==> src/rtl/sync_fifo_param.sv <==
// Single-clock FIFO with parametrised width/depth, programmable almost-full/empty
// thresholds, occupancy count, error pulses and selectable FWFT read mode.
module sync_fifo_param #(
  parameter  int DATA_W    = 8,
  parameter  int DEPTH     = 16,
  parameter  int AF_THRESH = 12,
  parameter  int AE_THRESH = 2,
  parameter  int FWFT      = 0,
  localparam int CW        = $clog2(DEPTH + 1)
) (
  input  logic              clk,
  input  logic              reset,
  input  logic              w_enable,
  input  logic [DATA_W-1:0] w_data,
  input  logic              r_enable,
  output logic [DATA_W-1:0] r_data,
  output logic              full,
  output logic              empty,
  output logic              almost_full,
  output logic              almost_empty,
  output logic [CW-1:0]     count,
  output logic              overflow,
  output logic              underflow
);

  localparam int            PW       = $clog2(DEPTH);
  localparam logic [PW-1:0] LAST_PTR = PW'(DEPTH - 1);
  localparam logic [CW-1:0] DEPTH_C  = CW'(DEPTH);
  localparam logic [CW-1:0] AF_C     = CW'(AF_THRESH);
  localparam logic [CW-1:0] AE_C     = CW'(AE_THRESH);

  logic [DATA_W-1:0] mem [DEPTH];
  logic [PW-1:0]     wr_ptr;
  logic [PW-1:0]     rd_ptr;
  logic              rd_ok;
  logic              wr_ok;

  // A full FIFO still accepts a write when the same edge pops a word.
  assign rd_ok = r_enable & ~empty;
  assign wr_ok = w_enable & (~full | rd_ok);

  assign empty        = (count == '0);
  assign full         = (count == DEPTH_C);
  assign almost_full  = (count >= AF_C);
  assign almost_empty = (count <= AE_C);

  // NOTE: storage has no reset; only pointers and count define which entries are valid.
  always_ff @(posedge clk) begin
    if (wr_ok && !reset) mem[wr_ptr] <= w_data;
  end

  // NOTE: all sequential state uses non-blocking assignments so every register
  // sees pre-edge values regardless of block ordering.
  always_ff @(posedge clk) begin
    if (reset) begin
      wr_ptr    <= '0;
      rd_ptr    <= '0;
      count     <= '0;
      overflow  <= 1'b0;
      underflow <= 1'b0;
    end else begin
      if (wr_ok) wr_ptr <= (wr_ptr == LAST_PTR) ? '0 : wr_ptr + 1'b1;
      if (rd_ok) rd_ptr <= (rd_ptr == LAST_PTR) ? '0 : rd_ptr + 1'b1;
      case ({wr_ok, rd_ok})
        2'b10:   count <= count + 1'b1;
        2'b01:   count <= count - 1'b1;
        default: count <= count;
      endcase
      overflow  <= w_enable & ~wr_ok;
      underflow <= r_enable & ~rd_ok;
    end
  end

  generate
    if (FWFT != 0) begin : g_fwft
      // Head word is shown directly; zero when nothing is stored.
      always_comb begin
        r_data = empty ? '0 : mem[rd_ptr];
      end
    end else begin : g_registered
      always_ff @(posedge clk) begin
        if (reset)      r_data <= '0;
        else if (rd_ok) r_data <= mem[rd_ptr];
      end
    end
  endgenerate

endmodule

==> config.mk <==
export PLATFORM = sky130hd
export DESIGN_NAME = sync_fifo_param
export DESIGN_NICKNAME = d
export VERILOG_FILES = /design/src/rtl/sync_fifo_param.sv
export SDC_FILE = /design/constraint.sdc
export NUM_CORES = 1
export LEC_CHECK = 0
export ABC_AREA = 1
export BUFFER_PORTS_ARGS = -buffer_cell sky130_fd_sc_hd__buf_2
export CORE_AREA = 5 5 119 121
export CTS_CLUSTER_DIAMETER = 150
export DETAILED_ROUTE_END_ITERATION = 6
export DIE_AREA = 0 0 124 126
export PLACE_DENSITY = 0.66
export RECOVER_POWER = 100
export SLEW_MARGIN = 15
export SYNTH_ARGS = -nofsm -noshare
export SYNTH_HDL_FRONTEND = slang
export SYNTH_SLANG_ARGS = --single-unit
export TNS_END_PERCENT = 1
==> constraint.sdc <==
create_clock -name clk -period 4.6 [get_ports clk]
set_input_delay 0.23 -clock clk [delete_from_list [all_inputs] [get_ports clk]]
set_output_delay 0.23 -clock clk [all_outputs]
set_load 0.05 [all_outputs]
* Yosys cells after proc, flatten, opt, wreduce, memory -nomap -nowiden
Memories as Yosys holds them, arrays and structs flattened. A register that Yosys moved wholly into a read port is not among the register bits.
Cells that the tools add are included.
** Cells by class
- Eq/ne operators :: 5
- Add/sub/neg operators :: 4
- Mux-type cells :: 5
- Order comparisons :: 2
- Bitwise operators :: 9
- Reduce and logical (&&, ||, !) cells :: 4
** Operator list (count)
- $pmux W5 S2 :: 1
- $add A4 B1 Y4 const B :: 2
- $eq A4 B4 Y1 const B :: 2
- $mux W4 :: 2
- $add A5 B1 Y5 const B :: 1
- $eq A5 B5 Y1 const B :: 1
- $ge A5 B4 Y1 const B :: 1
- $le A5 B2 Y1 const B :: 1
- $logic_not A5 Y1 :: 1
- $sub A5 B1 Y5 const B :: 1
- $and A1 B1 Y1 :: 4
- $not A1 Y1 :: 4
- $eq A2 B1 Y1 const B :: 1
- $eq A2 B2 Y1 const B :: 1
- $mux W1 :: 2
- $reduce_bool A2 Y1 :: 1
- $logic_and A1 B1 Y1 :: 1
- $logic_not A1 Y1 :: 1
- $or A1 B1 Y1 :: 1
** Word-level totals
- Word-level logic and storage cells :: 35
- Input bits :: 12
- Output and inout port bits :: 19
- Bits in registers :: 15
- RAM bits :: 128
- Memories kept :: 1
** Memories
- mem :: depth 16, bits a word 8, read ports 1, clocked after Yosys merged registers in 1, wr ports 1, RTL line 32 : logic [DATA_W-1:0] mem [DEPTH];

* Longest topological paths before layout
Gate-level depths: netlist of the first run.
- Depth in word-level cells :: 8
- Mapped depth :: 16
- Depth with buffers taken out :: 15

* Least setup slack after synthesis of the first run
Ideal clock, no wire load.
- Path kind :: register to output
- Start :: register count[1]
- End :: output port almost_empty
- Stages on the path, launching flop included :: 2
- Arrival time :: 3.077 ns
- Path slack :: 1.293 ns
- Buffers on the path :: 0
- Data required time :: 4.370 ns
- Path through :: dfxtp_1 a2111oi_0
** On the way
- Longest elaborated chain between the ends :: 1
** RTL lines
- start, declared :: RTL line 21 : output logic [CW-1:0] count,
- start signal, assigned :: RTL line 65 : 2'b10: count <= count + 1'b1;
- start signal, assigned :: RTL line 66 : 2'b01: count <= count - 1'b1;
- start signal, assigned :: RTL line 67 : default: count <= count;
- $le A5 B2 Y1 :: RTL line 45 : assign almost_empty = (count <= AE_C);
- end, declared :: RTL line 20 : output logic almost_empty,
Every way passes these cells.

* Worst setup path in the final report of the first run
- Start :: register count[0]
- End :: register count[4]
** On the way
- Longest elaborated chain between the ends :: 7
- Elaborated cells on any way between the ends :: 13
- Classes of those cells :: 2 x add/sub; 3 x eq/ne; 1 x mux; 5 x bitwise; 2 x reduce/logical
** RTL lines
- $logic_not A5 Y1 :: RTL line 42 : assign empty = (count == '0);
- $not A1 Y1 :: RTL line 39 : assign rd_ok = r_enable & ~empty;
- $and A1 B1 Y1 :: RTL line 39
- $or A1 B1 Y1 :: RTL line 40 : assign wr_ok = w_enable & (~full | rd_ok);
- $and A1 B1 Y1 :: RTL line 40
- $eq A2 B1 Y1 or $eq A2 B2 Y1 (tied branches) :: RTL line 64 : case ({wr_ok, rd_ok})
- $pmux W5 S2 or $reduce_bool A2 Y1 (tied branches)
Parallel ways exist; a longest one is shown, timed or not.
A chain may end at the register's enable or synchronous reset.

==> metrics.csv, run 1 <==
stage;metric;value;unit
worst_setup_path;crit_start;count[0];
clock_tree;clk_path_buf_depth;2;
floorplanning;die_y;126;um
drt;met3WireLength;1.21;mm
drt;drc;0;
clock_tree;cts_sinks;151;
global_route;overflow;0;
worst_setup_path;cp-endpoint;count[4];
synth;synth_commonest_cells;edfxtp_1, nor2_1, nand2_1;
floorplanning;core-area;0.0130;mm2
placed_design;port_buffers;30;
clock_tree;clk_pin_slew_worst_paths;0.06;ns
synth;synth_top_area_share;0.611;
worst_setup_path;path_max_fanout;20;
timing;slew_violations;0;
power;power-per-cell-area;544;mW/mm2
placed_design;pre_cts_slack;2.29;ns
clock_tree;cts_hold_buffers;0;
timing;worst_pin_slew;1.06;ns
drt;drt-met1-wl;5.98;mm
floorplanning;die_w;124;um
final_layout;final_nets;615;
floorplanning;ios;31;
placed_design;placed_cell_area;0.00651;mm2
timing;finClkSkew;0.00996;ns
power;p_leak;2.49;nW
placed_design;gp_congestion;0.845;
drt;avgViaCountPerCell;5.40;
final_layout;syn2layout_area_growth;11.2;%
placed_design;dpl.hpwl;8.90;mm
worst_setup_path;reg2regPathDepth;15;
drt;ant_nets;0;
synth;syn_inst;571;
global_route;grt.total_usage;0.188;
synth;synthArstFlopShare;0;
final_layout;layout-drive-gt1-share;0.0610;
power;total_power;3.80;mW
timing;worst_slack;1.98;ns
timing;tns;0;ns
drt;routed_wl;14.1;mm
worst_setup_path;cp.arrival;2.94;ns
clock_tree;htree_levels;4;
worst_setup_path;r2r_setup_slack;1.98;ns
timing;fmax;381;MHz
worst_setup_path;cp.required;4.92;ns
run_status;outcome;finished clean;
synth;synth.area.top_cells;edfxtp_1, dfxtp_1, nor2_1;
timing;final.min_clock_period;2.62;ns
timing;hold_viol_final;0;
worst_hold_path;hp-class;input port to register;
synth;synthFlopType;edfxtp_1;
global_route;grt_max_degree;68;
drt;wl_per_cell;18.0;um
drt;wl_met2;6.64;mm
synth;synth_edf_count;128;
floorplanning;start_util;0.484;
global_route;grt_pass1_wl;22.1;mm
timing;rsz0062_at_grt;false;
power;peakVddDrop;282;uV
floorplanning;die_area;0.0156;mm2
timing;min_period_over_period;0.571;
synth;synth.most_common_cell;edfxtp_1;
timing;relSlewSlack;0.290;
synth;synth-seq-area-share;0.685;
drt;drtIter0Drc;565;
flow_run;cap_violations;0;
clock_tree;root_buffer;clkbuf_16;
global_route;antenna_found_initial;0;
timing;setup_viol;0;
worst_setup_path;r2r_end;count[4];
final_layout;fin_area;0.00699;mm2
synth;synth_warnings;0;
synth;ys_seq_elements;151;
synth;ys_types;27;
clock_tree;cts_resized;0;
drt;drt-pass1-iter-count;7;
drt;num_vias;4231;
worst_setup_path;start_kind;register;
clock_tree;cts_buffers;17;
clock_tree;insertion_delay;0.42;ns
worst_setup_path;end_kind;register;
clock_tree;cts_setup_buffers;0;
global_route;grt_pass1_vias;4029;
clock_tree;cts_tree;yes;
synth;synthesis.nets;592;
floorplanning;num_rows;42;
drt;top_layer_used;met4;
worst_setup_path;rr_startpoint;count[0];
synth;yosysTopAreaCell;edfxtp_1;
final_layout;num_antenna_cells;0;
synth;syn_area_per_cell;11.0;um2
synth;synthesis.area;0.00629;mm2
timing;holdWs;0.0911;ns
worst_setup_path;critical_path_class;register to register;
[how the worst min path moves through the flow]
| stage | depth (start not counted) | start | slack, ns | to |
|---|---|---|---|---|
| 3_3_place_gp | 2 | wr_ptr[0] | 0.54 | wr_ptr[0] |
| 5_1_grt | 2 | reset | 0.08 | overflow |
| 2_1_floorplan | 0 | w_data[0] | 0.33 | mem[0][0] |
| 4_1_cts | 2 | reset | 0.1 | underflow |
| 6_report | 2 | reset | 0.09 | overflow |
| 3_5_place_dp | 2 | r_data[4] | 0.53 | r_data[4] |
[area by class of cell]
type / instances / area (um2)
Clock buffer: 20 / 437
Clock inverter: 12 / 106
Fill cell: 1102 / 5990
Inverter: 20 / 76.3
Multi-Input combinational cell: 372 / 1720
Sequential cell: 151 / 4310
Tap cell: 176 / 220
Timing Repair Buffer: 32 / 131
[where the power goes]
| part | internal, mW | switching, mW |
|---|---|---|
| logic | 0.222 | 0.716 |
| clock network | 0.740 | 0.525 |
| registers | 1.55 | 0.0533 |
[stage by stage]
step                      std cells  utilization
after floorplan                 571            -
after global placement          751        0.502
after detailed placement        751        0.502
after CTS                       783        0.544
after global routing            783        0.539
final                           783        0.539
[flip-flops by register name, summed over array words and instances (netlist names)]
name	flops
overflow	1
underflow	1
mem	128
rd_ptr	4
wr_ptr	4
count	5
r_data	8
[worst max-delay path: stages, from the launching register on]
cell	delay, ns
dfxtp_1	0.48
nor2_1	0.10
nand3_1	0.14
nand2_1	0.16
inv_1	0.49
nand2_4	0.06
inv_1	0.16
ha_1	0.31
nand2_1	0.08
nand2_1	0.05
a21oi_1	0.17
nand2_1	0.07
nand2_1	0.08
nand3_1	0.06
nand2_1	0.07
nor2_1	0.04
[metal layers]
layer | up-vias | track usage
li1 | 2023 | -
met1 | 2006 | 0.264
met2 | 182 | 0.284
met3 | 20 | 0.0462
met4 | 0 | 0.0677
met5 | - | 0
[layout by cell type (no fill, tap or decap)]
cell type   instances
a2111oi_0           1
a21oi_1            26
buf_2               3
buf_4               2
bufinv_16           1
clkbuf_1           30
clkbuf_16          17
clkinv_1            3
clkinv_2            3
clkinv_4            2
clkinvlp_4          6
dfxtp_1            22
dfxtp_2             1
edfxtp_1          128
fa_1                1
ha_1                8
inv_1              16
inv_2               1
nand2_1            97
nand2_4             1
nand3_1            61
nand3b_1            1
nor2_1            105
nor3_1              2
o21ai_0            49
o21ai_1            15
xor2_1              5
[cell families after synthesis]
kind of cell	Yosys count	share of synthesized area
flip-flops	151	0.685
adder cells (fa/ha/maj)	9	0.0191
XOR/XNOR	5	0.00697
AO/OA/AOI/OAI	91	0.0730
buffers and inverters	48	0.0376
AND/OR/NAND/NOR	267	0.179
No activity file was read; power rests on OpenSTA's default activity.
==> inputs of run 2 (changes only) <==
==> constraint.sdc (replaced) <==
create_clock -name clk -period 2.68 [get_ports clk]
set_input_delay 0.134 -clock clk [delete_from_list [all_inputs] [get_ports clk]]
set_output_delay 0.134 -clock clk [all_outputs]
set_load 0.05 [all_outputs]
==> metrics.csv, run 2 (synthesis gave the netlist of run 1 again) <==
stage;metric;value;unit
run_status;outcome;finished clean;
timing;hold_viol_final;0;
timing;final.min_clock_period;2.46;ns
clock_tree;cts_resized;0;
worst_setup_path;path_max_fanout;67;
floorplanning;start_util;0.484;
timing;holdWs;0.0229;ns
floorplanning;core-area;0.0130;mm2
timing;finClkSkew;0.00965;ns
floorplanning;ios;31;
final_layout;layout.cells.non_filler;794;
floorplanning;die_area;0.0156;mm2
final_layout;regMostFlops;mem;
global_route;grt_max_degree;68;
worst_setup_path;crit_chain;clkbuf_2 > o21ai_0 > o21ai_0 > a21oi_1 > a21oi_1;
clock_tree;cts_tree;yes;
drt;ant_nets;0;
clock_tree;cts_buffers;17;
final_layout;syn2layout_area_growth;12.6;%
placed_design;placed_cells;762;
timing;rsz0062_at_grt;false;
timing;tns;0;ns
final_layout;layout-drive-gt1-share;0.0712;
clock_tree;clk_pin_slew_worst_paths;0.06;ns
worst_hold_path;hp-class;input port to register;
flow_run;cap_violations;0;
worst_setup_path;start_kind;register;
worst_setup_path;path_buf_inv;1;
global_route;grt.total_usage;0.194;
drt;num_vias;4292;
clock_tree;insertion_delay;0.42;ns
placed_design;gp_congestion;0.867;
global_route;grt_pass1_wl;22.7;mm
floorplanning;num_rows;42;
timing;setup_viol;0;
clock_tree;clk_path_buf_depth;2;
placed_design;port_buffers;30;
clock_tree;root_buffer;clkbuf_16;
worst_setup_path;cp.arrival;2.81;ns
drt;wl_per_cell;18.2;um
timing;relSlewSlack;0.0559;
worst_setup_path;cp_slowest_stage_delay;1.05;ns
timing;worst_slack;0.223;ns
final_layout;fillCellCount;1145;
clock_tree;cts_setup_buffers;0;
timing;fmax;407;MHz
timing;min_period_over_period;0.917;
floorplanning;die_w;124;um
drt;routed_wl;14.5;mm
placed_design;placed_cell_area;0.00661;mm2
final_layout;num_antenna_cells;0;
drt;drc;0;
clock_tree;cts_hold_buffers;0;
power;p_leak;2.54;nW
final_layout;utilization;0.545;
final_layout;top_regs;mem x128, r_data x8, count x5;
worst_setup_path;cp.required;3.03;ns
timing;slew_violations;0;
global_route;overflow;0;
final_layout;final_cell_mix;edfxtp_1, nor2_1, nand2_1;
final_layout;largest_reg_flops;128;
final_layout;fin_area;0.00708;mm2
worst_setup_path;critical_path_class;register to register;
clock_tree;cts_sinks;151;
timing;worst_pin_slew;1.42;ns
placed_design;pre_cts_slack;0.354;ns
drt;avgViaCountPerCell;5.41;
power;peakVddDrop;470;uV
worst_setup_path;cp_top_family;buffers and inverters;
floorplanning;die_y;126;um
final_layout;final_common_cell;edfxtp_1;
final_layout;final_nets;626;
power;power-per-cell-area;939;mW/mm2
drt;drtIter0Drc;435;
clock_tree;htree_levels;4;
global_route;antenna_found_initial;0;
power;total_power;6.64;mW
drt;drt-pass1-iter-count;6;
worst_setup_path;cp_slowest_cell;clkbuf_2;
placed_design;dpl.hpwl;9.17;mm
worst_setup_path;end_kind;register;
global_route;grt_pass1_vias;4079;
## run 2: changes by cell type in the layout (fill, tap and decap cells not counted), moves of 2 or more
cell        change
clkinv_4        +2
clkbuf_1        +6
clkinv_1        +2
clkinvlp_4      -3
nand2_1         -2
nand2_4         +2
clkbuf_2        +2
## run 2: worst reg2reg max path, cell delays in order (launching register included)
cell      delay (ns)
dfxtp_1         0.34
clkbuf_2        1.05
o21ai_0         0.29
o21ai_0         0.44
a21oi_1         0.14
a21oi_1         0.14
## run 2: worst paths after layout
path / start / cells past startpoint / endpoint / slack [ns]
max: rd_ptr[0] / 5 / r_data[0] / 0.22
min: reset / 2 / overflow / 0.02
max reg2reg: rd_ptr[0] / 5 / r_data[0] / 0.22
min reg2reg: r_data[4] / 2 / r_data[4] / 0.57
## run 2: metal layers
layer  GRT usage  wire length, um  vias to the layer above
met5           0                0                        -
met4      0.0625              289                        0
met3      0.0475             1160                       25
met2       0.292             6590                      181
met1       0.279             6430                     2035
li1            -                -                     2051
## run 2: power breakdown
group	leakage, nW	internal [mW]	total (mW)	switching (mW)
clock network	0.255	1.27	2.19	0.924
registers	1.34	2.65	2.75	0.0948
logic	0.942	0.421	1.71	1.29
total	2.54	4.34	6.64	2.30
## run 2: final cells by class
cell class	instances	area, um2	share of cell area
multi-input cells	372	1740	0.246
clock inverters	13	109	0.0154
well taps	176	220	0.0311
clock buffers	19	433	0.0612
flip-flops and latches	151	4300	0.608
repair buffers	43	195	0.0276
inverters	20	76.3	0.0108
==> inputs of run 3 (changes only) <==
--- a/config.mk
+++ b/config.mk
@@ -7,10 +7,10 @@
 export LEC_CHECK = 0
 export ABC_AREA = 1
 export BUFFER_PORTS_ARGS = -buffer_cell sky130_fd_sc_hd__buf_2
-export CORE_AREA = 5 5 119 121
+export CORE_AREA = 5 5 101 141
 export CTS_CLUSTER_DIAMETER = 150
 export DETAILED_ROUTE_END_ITERATION = 6
-export DIE_AREA = 0 0 124 126
+export DIE_AREA = 0 0 106 146
 export PLACE_DENSITY = 0.66
 export RECOVER_POWER = 100
 export SLEW_MARGIN = 15
==> metrics.csv, run 3 (synthesis gave the netlist of run 1 again) <==
stage;metric;value;unit
final_layout;final_cell_mix;edfxtp_1, nor2_1, nand2_1;
final_layout;final_common_cell;edfxtp_1;
worst_setup_path;reg2regPathDepth;9;
global_route;antenna_found_initial;0;
clock_tree;root_buffer;clkbuf_16;
clock_tree;htree_levels;4;
clock_tree;clk_path_buf_depth;2;
drt;drc;0;
timing;setup_viol;0;
timing;holdWs;0.0131;ns
clock_tree;cts_sinks;151;
worst_setup_path;cp.arrival;2.49;ns
power;peakVddDrop;473;uV
worst_setup_path;path_max_fanout;8;
worst_setup_path;start_kind;register;
worst_hold_path;hold_depth;2;
global_route;grt_pass1_wl;22.9;mm
worst_hold_path;hp-class;input port to register;
worst_setup_path;end_kind;register;
timing;finClkSkew;0.00931;ns
floorplanning;die_w;106;um
final_layout;largest_reg_flops;128;
drt;avgViaCountPerCell;5.52;
final_layout;utilization;0.559;
timing;relSlewSlack;0.384;
drt;ant_nets;0;
drt;routed_wl;14.4;mm
final_layout;top_regs;mem x128, r_data x8, count x5;
final_layout;syn2layout_area_growth;13.3;%
placed_design;dpl.hpwl;9.24;mm
clock_tree;cts_buffers;17;
clock_tree;cts_setup_buffers;0;
timing;hold_viol_final;0;
final_layout;num_antenna_cells;0;
worst_setup_path;cp.required;2.73;ns
clock_tree;cts_resized;0;
global_route;grt.total_usage;0.197;
global_route;overflow;0;
worst_hold_path;min_to;wr_ptr[3];
clock_tree;cts_tree;yes;
power;total_power;6.82;mW
final_layout;layout.cells.non_filler;774;
timing;slew_violations;0;
floorplanning;core-area;0.0128;mm2
drt;drt-pass1-iter-count;7;
placed_design;gp_congestion;0.927;
flow_run;cap_violations;0;
placed_design;port_buffers;30;
final_layout;layout-drive-gt1-share;0.0725;
worst_setup_path;rr_startpoint;count[0];
floorplanning;die_area;0.0155;mm2
timing;tns;0;ns
run_status;outcome;finished clean;
floorplanning;die_y;146;um
timing;rsz0062_at_grt;false;
placed_design;placed_cells;742;
clock_tree;insertion_delay;0.42;ns
drt;drtIter0Drc;326;
timing;min_period_over_period;0.910;
floorplanning;start_util;0.493;
drt;wl_per_cell;18.6;um
timing;worst_pin_slew;0.923;ns
worst_setup_path;r2r_end;mem[7][5];
global_route;grt_max_degree;66;
final_layout;regMostFlops;mem;
global_route;grt_pass1_vias;4172;
worst_hold_path;min_from;reset;
drt;num_vias;4269;
clock_tree;clk_pin_slew_worst_paths;0.06;ns
floorplanning;num_rows;49;
timing;final.min_clock_period;2.44;ns
floorplanning;ios;31;
power;p_leak;2.56;nW
clock_tree;cts_hold_buffers;0;
timing;fmax;410;MHz
worst_setup_path;r2r_setup_slack;0.24;ns
worst_setup_path;critical_path_class;register to register;
power;power-per-cell-area;958;mW/mm2
final_layout;final_nets;629;
run 3: cell count changes in the layout (fill, tap and decap cells not counted):
cell        previous run  this run
clkbuf_4               0         1
clkbuf_1              36        41
clkinv_4               4         1
clkbuf_2               2         0
clkinvlp_4             3         4
clkbuf_8               0         2
bufinv_16              1         3
clkinv_1               5         2
inv_6                  0         1
buf_4                  3         2
run 3: final cells by class:
cell class                 instances  area, um2
multi-input combinational        372       1740
clock inverter                    11        148
tap                              153        191
inverter                          20       76.3
sequential                       151       4300
timing repair buffer              46        204
fill                            1093       5630
clock buffer                      21        460
run 3: worst max path at each step:
stage / startpoint / endpoint / slack (ns) / cells after the start
after detailed placement: count[1] / count[4] / 0.37 / 15
after global placement: count[1] / count[4] / 0.42 / 15
after floorplan: count[1] / almost_empty / 0.13 / 1
after CTS: count[1] / count[4] / 0.33 / 15
after global routing: rd_ptr[0] / r_data[4] / 0.07 / 8
final: count[0] / mem[7][5] / 0.24 / 9
run 3: metal layers:
metal / GRT usage / share of wire
met4: 0.0907 / 0.030
met3: 0.0368 / 0.044
met1: 0.239 / 0.41
met2: 0.337 / 0.52
met5: 0 / 0
run 3: critical path, cell delays in order (launching register included):
cell and delay, ns:
dfxtp_1 0.46, nor2_2 0.09, nand3_1 0.13, inv_1 0.09
nand2_1 0.08, nand2_1 0.15, nor2_1 0.24, nand2_1 0.16
nor2_1 0.13, clkbuf_1 0.54
run 3: stage by stage:
stage | setup WS [ns] | cell area [um2]
floorplan | 0.130 | 6290
global placement | 0.423 | 6620
detailed placement | 0.366 | 6620
CTS | 0.326 | 7220
global route | 0.0727 | 7120
finish | 0.240 | 7120
run 3: power by group:
part	switching [mW]	internal (mW)
clock	0.905	1.51
combinational	1.22	0.411
sequential	0.122	2.65
